--- config.mk ---
export PLATFORM = sky130hd
export DESIGN_NAME = call_frame_fetch
export DESIGN_NICKNAME = d
export VERILOG_FILES = /design/src/rtl/call_frame_fetch_pkg.sv /design/src/rtl/call_frame_fetch.sv
export SDC_FILE = /design/constraint.sdc
export NUM_CORES = 1
export LEC_CHECK = 0
export ABC_CLOCK_PERIOD_IN_PS = 3200
export BUFFER_PORTS_ARGS = -buffer_cell sky130_fd_sc_hd__buf_2
export CORE_MARGIN = 1.5
export CORE_UTILIZATION = 52
export CTS_CLUSTER_SIZE = 16
export DETAILED_ROUTE_END_ITERATION = 10
export GPL_TIMING_DRIVEN = 0
export PLACE_DENSITY = 0.86
export RECOVER_POWER = 100
export SLEW_MARGIN = 20
export SYNTH_ARGS = -nofsm -noshare
export SYNTH_HDL_FRONTEND = slang
export SYNTH_SLANG_ARGS = --single-unit
--- constraint.sdc ---
create_clock -name clk -period 3.2 [get_ports clk]
set_clock_uncertainty 0.2 [all_clocks]
set_input_delay 0.48 -clock clk [delete_from_list [all_inputs] [get_ports clk]]
set_output_delay 0.48 -clock clk [all_outputs]
set_load 0.05 [all_outputs]
--- src/rtl/call_frame_fetch_pkg.sv ---
`default_nettype none
// +--------------------------------------------------------------------------+
// | call_frame_fetch_pkg                                                     |
// | Shared frame-word layout and fetch FSM encoding for the recursion engine.|
// | Revision: 1.0                                                            |
// +--------------------------------------------------------------------------+
package call_frame_fetch_pkg;

  localparam int FRAME_ADDR_W = 12;

  // State word: {position, parent address, over}
  localparam int STATE_W  = 18;
  localparam int POS_MSB  = 17;
  localparam int POS_LSB  = 13;
  localparam int PAR_MSB  = 12;
  localparam int PAR_LSB  = 1;
  localparam int OVER_BIT = 0;

  // InexRecur word: {i, z, k, l}
  localparam int INEX_W     = 32;
  localparam int INEX_I_MSB = 31;
  localparam int INEX_I_LSB = 24;
  localparam int INEX_Z_MSB = 23;
  localparam int INEX_Z_LSB = 16;
  localparam int INEX_K_MSB = 15;
  localparam int INEX_K_LSB = 8;
  localparam int INEX_L_MSB = 7;
  localparam int INEX_L_LSB = 0;

  localparam int ST_W = 3;
  localparam logic [ST_W-1:0] C_ST_IDLE    = 3'd0;
  localparam logic [ST_W-1:0] C_ST_READ    = 3'd1;
  localparam logic [ST_W-1:0] C_ST_LATCH   = 3'd2;
  localparam logic [ST_W-1:0] C_ST_PRESENT = 3'd3;
  localparam logic [ST_W-1:0] C_ST_WB_WAIT = 3'd4;
  localparam logic [ST_W-1:0] C_ST_DONE    = 3'd5;
  localparam logic [ST_W-1:0] C_ST_OVF     = 3'd6;

endpackage
`default_nettype wire

--- src/rtl/call_frame_fetch.sv ---
`default_nettype none
// +--------------------------------------------------------------------------+
// | call_frame_fetch                                                         |
// | Fetches/pops call frames, presents live ones, owns the push pointer.     |
// | Revision: 1.0                                                            |
// +--------------------------------------------------------------------------+
module call_frame_fetch
  import call_frame_fetch_pkg::*;
#(
  parameter int ADDR_W = FRAME_ADDR_W
) (
  input  logic               clk,
  input  logic               rst_n,
  input  logic               start,
  output logic               rd_en,
  output logic [ADDR_W-1:0]  rd_addr,
  input  logic [STATE_W-1:0] rd_state,
  input  logic [INEX_W-1:0]  rd_inex,
  output logic               out_valid,
  input  logic               out_ready,
  output logic [ADDR_W-1:0]  out_addr,
  output logic [4:0]         out_position,
  output logic [7:0]         out_i,
  output logic [7:0]         out_z,
  output logic [7:0]         out_k,
  output logic [7:0]         out_l,
  input  logic               wb_done,
  input  logic               wb_new_call,
  output logic [ADDR_W-1:0]  seq_w_addr,
  output logic               busy,
  output logic               done,
  output logic               overflow
);

  logic [ST_W-1:0]   r_state;
  logic [ADDR_W-1:0] r_cur;
  logic [ADDR_W-1:0] r_seq_ptr;
  logic [4:0]        r_position;
  logic [7:0]        r_i;
  logic [7:0]        r_z;
  logic [7:0]        r_k;
  logic [7:0]        r_l;

  logic              w_over;
  logic [ADDR_W-1:0] w_parent;
  logic              w_seq_full;
  logic              w_cur_root;

  assign w_over     = rd_state[OVER_BIT];
  assign w_parent   = ADDR_W'(rd_state[PAR_MSB:PAR_LSB]);
  assign w_seq_full = &r_seq_ptr;
  assign w_cur_root = (r_cur == '0);

  always_ff @(posedge clk) begin
    if (!rst_n) begin
      r_state    <= C_ST_IDLE;
      r_cur      <= '0;
      r_seq_ptr  <= '0;
      r_position <= '0;
      r_i        <= '0;
      r_z        <= '0;
      r_k        <= '0;
      r_l        <= '0;
    end else begin
      case (r_state)
        C_ST_IDLE, C_ST_DONE, C_ST_OVF: begin
          if (start) begin
            r_cur     <= '0;
            r_seq_ptr <= ADDR_W'(1);
            r_state   <= C_ST_READ;
          end
        end
        C_ST_READ: r_state <= C_ST_LATCH;
        C_ST_LATCH: begin
          r_position <= rd_state[POS_MSB:POS_LSB];
          r_i        <= rd_inex[INEX_I_MSB:INEX_I_LSB];
          r_z        <= rd_inex[INEX_Z_MSB:INEX_Z_LSB];
          r_k        <= rd_inex[INEX_K_MSB:INEX_K_LSB];
          r_l        <= rd_inex[INEX_L_MSB:INEX_L_LSB];
          // Completed frames return to their parent; a completed root ends the walk.
          if (w_over) begin
            if (w_cur_root) begin
              r_state <= C_ST_DONE;
            end else begin
              r_cur   <= w_parent;
              r_state <= C_ST_READ;
            end
          end else begin
            r_state <= C_ST_PRESENT;
          end
        end
        C_ST_PRESENT: begin
          if (out_ready) r_state <= C_ST_WB_WAIT;
        end
        C_ST_WB_WAIT: begin
          if (wb_done) begin
            if (!wb_new_call) begin
              r_state <= C_ST_READ;
            end else if (w_seq_full) begin
              r_state <= C_ST_OVF;
            end else begin
              r_cur     <= r_seq_ptr;
              r_seq_ptr <= r_seq_ptr + ADDR_W'(1);
              r_state   <= C_ST_READ;
            end
          end
        end
        default: r_state <= C_ST_IDLE;
      endcase
    end
  end

  assign rd_en        = (r_state == C_ST_READ);
  assign rd_addr      = r_cur;
  assign out_valid    = (r_state == C_ST_PRESENT);
  assign out_addr     = r_cur;
  assign out_position = r_position;
  assign out_i        = r_i;
  assign out_z        = r_z;
  assign out_k        = r_k;
  assign out_l        = r_l;
  assign seq_w_addr   = r_seq_ptr;
  assign busy         = (r_state == C_ST_READ)    || (r_state == C_ST_LATCH) ||
                        (r_state == C_ST_PRESENT) || (r_state == C_ST_WB_WAIT);
  assign done         = (r_state == C_ST_DONE);
  assign overflow     = (r_state == C_ST_OVF);

endmodule
`default_nettype wire

# After elaboration in Yosys (flattened, before gate mapping)
# Index checks and enable logic that the tools add are counted.
dict set report word_totals {
  reg_bits 64
  latchBits 0
  mem_bits_rw 0
  mem_bits_ro 0
  in_bits 56
  out_inout_bits 78
  elab_cells 54
  n_memories 0
}
dict set report classes {
  add_sub_neg 1
  multipliers 0
  div_mod_pow 0
  magnitude_cmp 0
  eq_ne 13
  shifts 0
  mux 20
  bitwise 0
  n_reduce_logical 12
}
# operator count
set op_table {}
lappend op_table {{two-way mux 12 bit} 10}
lappend op_table {{one-hot mux 12 bit (3 select lines)} 1}
lappend op_table {{one-hot mux 12 bit (2 select lines)} 1}
lappend op_table {{two-way mux 3 bit} 7}
lappend op_table {{one-hot mux 3 bit (5 select lines)} 1}
lappend op_table {{adder 12 x 1 -> 12 bit, second input constant} 1}
lappend op_table {{logical NOT 12 bit} 1}
lappend op_table {{inequality test 2 bit, second input constant} 6}
lappend op_table {{AND reduction 12 bit} 1}
lappend op_table {{== test 3 bit, second input constant} 3}
lappend op_table {{AND reduction 7 bit} 1}
lappend op_table {{== test 3 x 2 -> 1 bit, second input constant} 2}
lappend op_table {{AND reduction 5 bit} 1}
lappend op_table {{== test 3 x 1 -> 1 bit, second input constant} 1}
lappend op_table {{logical NOT 3 bit} 1}
lappend op_table {{logical OR 1 bit} 3}
lappend op_table {{AND reduction 3 bit} 1}
lappend op_table {{nonzero test 3 bit} 1}
lappend op_table {{OR reduction 3 bit} 1}
lappend op_table {{inequality test 2 x 1 -> 1 bit, second input constant} 1}
lappend op_table {{nonzero test 2 bit} 1}

# Depth between registers and ports, before layout
dict set report depth {
  depth_word 5
  depth_mapped 8
  mapped_depth_nobuf 6
}

# Least setup slack after synthesis
# Ideal clock, no wire load.
dict set report synth_timing {
  kind {register -> output}
  startpoint {register r_state[0]}
  endpoint {output port done}
  arrival_ps 1867
  t_required_ps 2520
  path_slack_ps 653
  path_stages_with_launch 5
  path_cell_list {dfxtp_1 -> buf_4 -> buf_2 -> inv_1 -> nor3_1}
}
dict set report synth_between {
  elab_chain_len 1
}
# item line_no
set synth_rtl {}
lappend synth_rtl {{from (decl)} call_frame_fetch.sv:35} ;# logic [ST_W-1:0] r_state;
lappend synth_rtl {{from (signal assigned)} call_frame_fetch.sv:56} ;# r_state <= C_ST_IDLE;
lappend synth_rtl {{from (signal assigned)} call_frame_fetch.sv:70} ;# r_state <= C_ST_READ;
lappend synth_rtl {{from (signal assigned)} call_frame_fetch.sv:73} ;# C_ST_READ: r_state <= C_ST_LATCH;
lappend synth_rtl {{== test 3 bit} call_frame_fetch.sv:125} ;# assign done = (r_state == C_ST_DONE);
lappend synth_rtl {{to (decl)} call_frame_fetch.sv:31} ;# output logic done,
# Every way passes these cells.

# Worst setup path after layout
dict set report layout_timing {
  startpoint {register r_state[0]}
  endpoint {output port busy}
}
dict set report layout_between {
  elab_chain_len 4
}
# item line_no
set layout_rtl {}
lappend layout_rtl {{== test 3 x 1 -> 1 bit or == test 3 x 2 -> 1 bit (tied branches)} call_frame_fetch.sv:123} ;# assign busy = (r_state == C_ST_READ) || (r_state == C_ST_LATCH) ||
lappend layout_rtl {{logical OR 1 bit (2 in a row)} call_frame_fetch.sv:123}
lappend layout_rtl {{logical OR 1 bit (*)} call_frame_fetch.sv:124} ;# (r_state == C_ST_PRESENT) || (r_state == C_ST_WB_WAIT);
lappend layout_rtl {{to (decl)} call_frame_fetch.sv:30} ;# output logic busy,
# Mark *: on every way between the ends. The rest lies on a longest branch, timed or not.

==> flow_metrics.tcl <==
set metrics [dict create \
    outcome "completed" \
    layout.cells.non_filler 603 \
    grt_pass1_wl_um 13500 \
    grt_pass1_vias 2936 \
    synth-main-ff-cell "dfxtp_1" \
    internal_power_w 0.00145 \
    n_fill_cell 567 \
    root_buffer "clkbuf_8" \
    cp.arrival_ps 2050 \
    synth_cells 380 \
    power.switching_w 0.000977 \
    setup_viol 0 \
    start_kind "flop" \
    tightest_slew_ps 644 \
    ctsResizeCount 0 \
    final_common_cell "clkbuf_1" \
    period_minus_slack_ps 2730 \
    mostFrequentLayoutCells "clkbuf_1 (92), nand2_1 (84), dfxtp_1 (64), buf_2 (63), a21oi_1 (39)" \
    cts_tree "done" \
    dpl.cell_count 588 \
    initial_core_util_pct 54.2 \
    dp_hpwl_um 6630 \
    clock_latency_ps 330 \
    cts.clk_slew.worst_paths_ps 70 \
    setup_ws_ps 470 \
    die_area_um2 6690 \
    multi_input_area_um2 1610 \
    grtUsageTotal_pct 26.2 \
    vias 3317 \
    crit_family "buffers and inverters" \
    fp.dieW_um 81.8 \
    drt_iter0_drc 191 \
    core_area_um2 5960 \
    critPathRequiredTime_ps 2520 \
    hp-class "input port to flop" \
    antenna_left 0 \
    synth-seq-area-share_pct 39.7 \
    timing.final.crit_share_pct 85.3 \
    avgSynthCellArea_um2 8.49 \
    cp_slowest_cell "clkbuf_1" \
    num_antenna_cells 0 \
    cpMostUsedCell "clkbuf_1" \
    ir_drop_uv 368 \
    ctsHtreeMaxLevel 3 \
    postCtsHoldBufs 0 \
    gr-total-overflow 0 \
    num_rows 28 \
    wl_per_cell_um 14.7 \
    nets 581 \
    finalWeightedCongestion 0.895 \
    vias_per_cell 5.50 \
    ios 134 \
    p_seq_share_pct 37.9 \
    swShare_pct 40.2 \
    seq_area_um2 1280 \
    synthesis.nets 437 \
    synth_edf_count 0 \
    slowest_delay_ps 490 \
    drt-total-wl_um 8890 \
    power_frac_comb_pct 35.1 \
    cap_violations 0 \
    crit_chain "buf_4 -> clkbuf_1 -> nor2_1 -> xnor2_1 -> clkbuf_1" \
    power_density_nw_per_um2 606 \
    area_delta_synth_final_pct 24.1 \
    leakage_nw 1.45 \
    syn-cell-area_um2 3230 \
    fmaxAchievable_mhz 366 \
    postCtsSetupRepairBufs 0 \
    rsz0062_at_grt "no" \
    clock_path_buffers 2 \
    grt_max_degree 12 \
    path_class "flop to output port" \
    die_h_um 81.8 \
    critPathBufInv 3 \
    cts_buffers 9 \
    yosys_warnings 0 \
    critPathCaptureType "output port" \
    clockPowerShare_pct 27.0 \
    finalHoldViolCount 0 \
    final_max_slew_viol_count 0 \
    total_power_w 0.00243 \
    ys_ff_latch 64 \
    hold_slack_ps 176 \
    fin_setup_tns_ps 0 \
    drcViolationCount 0 \
    antenna_found_initial 0 \
    cp_max_fo 10 \
    io_buffer_count 133 \
    cts_sinks 64 \
    async_flop_share_pct 0 \
    max_slew_margin_pct 57.3 \
    drive_gt1_share_pct 22.3 \
    synth.distinct_cells 54 \
    dr.pass1.iters 4 \
    post-place-ws_ps 998 \
]
==> per-stage QoR <==
| step | cell area (µm²) | util (%) |
|---|---|---|
| after floorplan | 3230 | - |
| after global placement | 3990 | 67.0 |
| after detailed placement | 3990 | 67.0 |
| after CTS | 4170 | 70.1 |
| after global routing | 4010 | 67.3 |
| final | 4010 | 67.3 |
==> Yosys cell counts, types with 2 or more instances <==
cell       instances  area, µm²
a22oi_1           11       82.6
o21ai_1            2       10.0
nand2_1           84        315
a31oi_1            3       18.8
o211ai_1           4       30.0
nand2b_1           2       12.5
nand4_1            5       31.3
a21oi_2            9       78.8
a41oi_1            2       17.5
buf_6              5       56.3
o221a_1            3       33.8
nor4_1             4       25.0
and2_1             4       25.0
inv_1              5       18.8
nor2b_1            3       18.8
and3_1             4       25.0
buf_4             16        120
a21oi_1           34        170
o21ai_0           10       50.1
a21boi_0          20        150
a211oi_1           2       15.0
buf_2              9       45.0
clkbuf_1          10       37.5
dfxtp_1           64       1280
or3_1              3       18.8
nor2_1             7       26.3
a311oi_2          11        165
nand3_1           11       55.1
nand4bb_1          2       22.5
nor3_1             4       20.0
and4_1             2       17.5
buf_1              2       7.51
mux2i_1            2       20.0
==> registers in the layout (all words and copies together), names as in the netlist <==
signal        count
out_i             8
out_z             8
r_state           3
out_addr         12
out_position      5
seq_w_addr       12
out_l             8
out_k             8
==> metal layers <==
metal | GRT usage, % | vias to the layer above | share of wire, %
li1 | - | 1639 | -
met1 | 33.8 | 1520 | 44
met2 | 42.6 | 140 | 47
met3 | 4.44 | 18 | 6.8
met4 | 12.2 | 0 | 2.2
met5 | 0 | - | 0
==> final timing paths <==
path,from,slack [ps],cells past startpoint,to
max,r_state[0],470,5,busy
max reg2reg,r_state[1],540,7,out_addr[4]
min,rd_inex[9],180,3,out_k[1]
min reg2reg,out_l[0],260,2,out_l[0]
==> cell type report <==
| type | instances | area share, % |
|---|---|---|
| clock buffers | 9 | 3.09 |
| well taps | 75 | 2.34 |
| multi-input cells | 268 | 40.1 |
| flip-flops and latches | 64 | 32.0 |
| plain buffers | 42 | 6.18 |
| clock inverters | 6 | 1.53 |
| repair buffers | 133 | 14.2 |
| inverters | 6 | 0.562 |
==> logic make-up (layout without fill, tap and decap cells) <==
group / after synthesis / after routing / synth area share (%)
and+or+nand+nor: 145 / 145 / 22.1
AOI/OAI and AO/OA: 119 / 119 / 28.0
DFF: 64 / 64 / 39.7
buffers and inverters: 48 / 196 / 8.95
muxes: 2 / 2 / 0.620
adders and majority gates: 1 / 1 / 0.388
xor gates and xnor gates: 1 / 1 / 0.271
==> power groups by stage <==
| stage | Sequential [W] | Clock [W] | Combinational [W] |
|---|---|---|---|
| after global routing | 0.000928 | 0.000703 | 0.000910 |
| after floorplan | 0.00113 | 0 | 0.000505 |
| final | 0.000919 | 0.000656 | 0.000852 |
| after global placement | 0.000932 | 0 | 0.000890 |
| after CTS | 0.000919 | 0.000667 | 0.000908 |
| after detailed placement | 0.000936 | 0 | 0.000905 |
==> tightest hold or removal path, stage by stage <==
cell and delay, ps:
buf_2 90, nand2_1 40, a21oi_1 50
(Power assumes the default switching activity.)
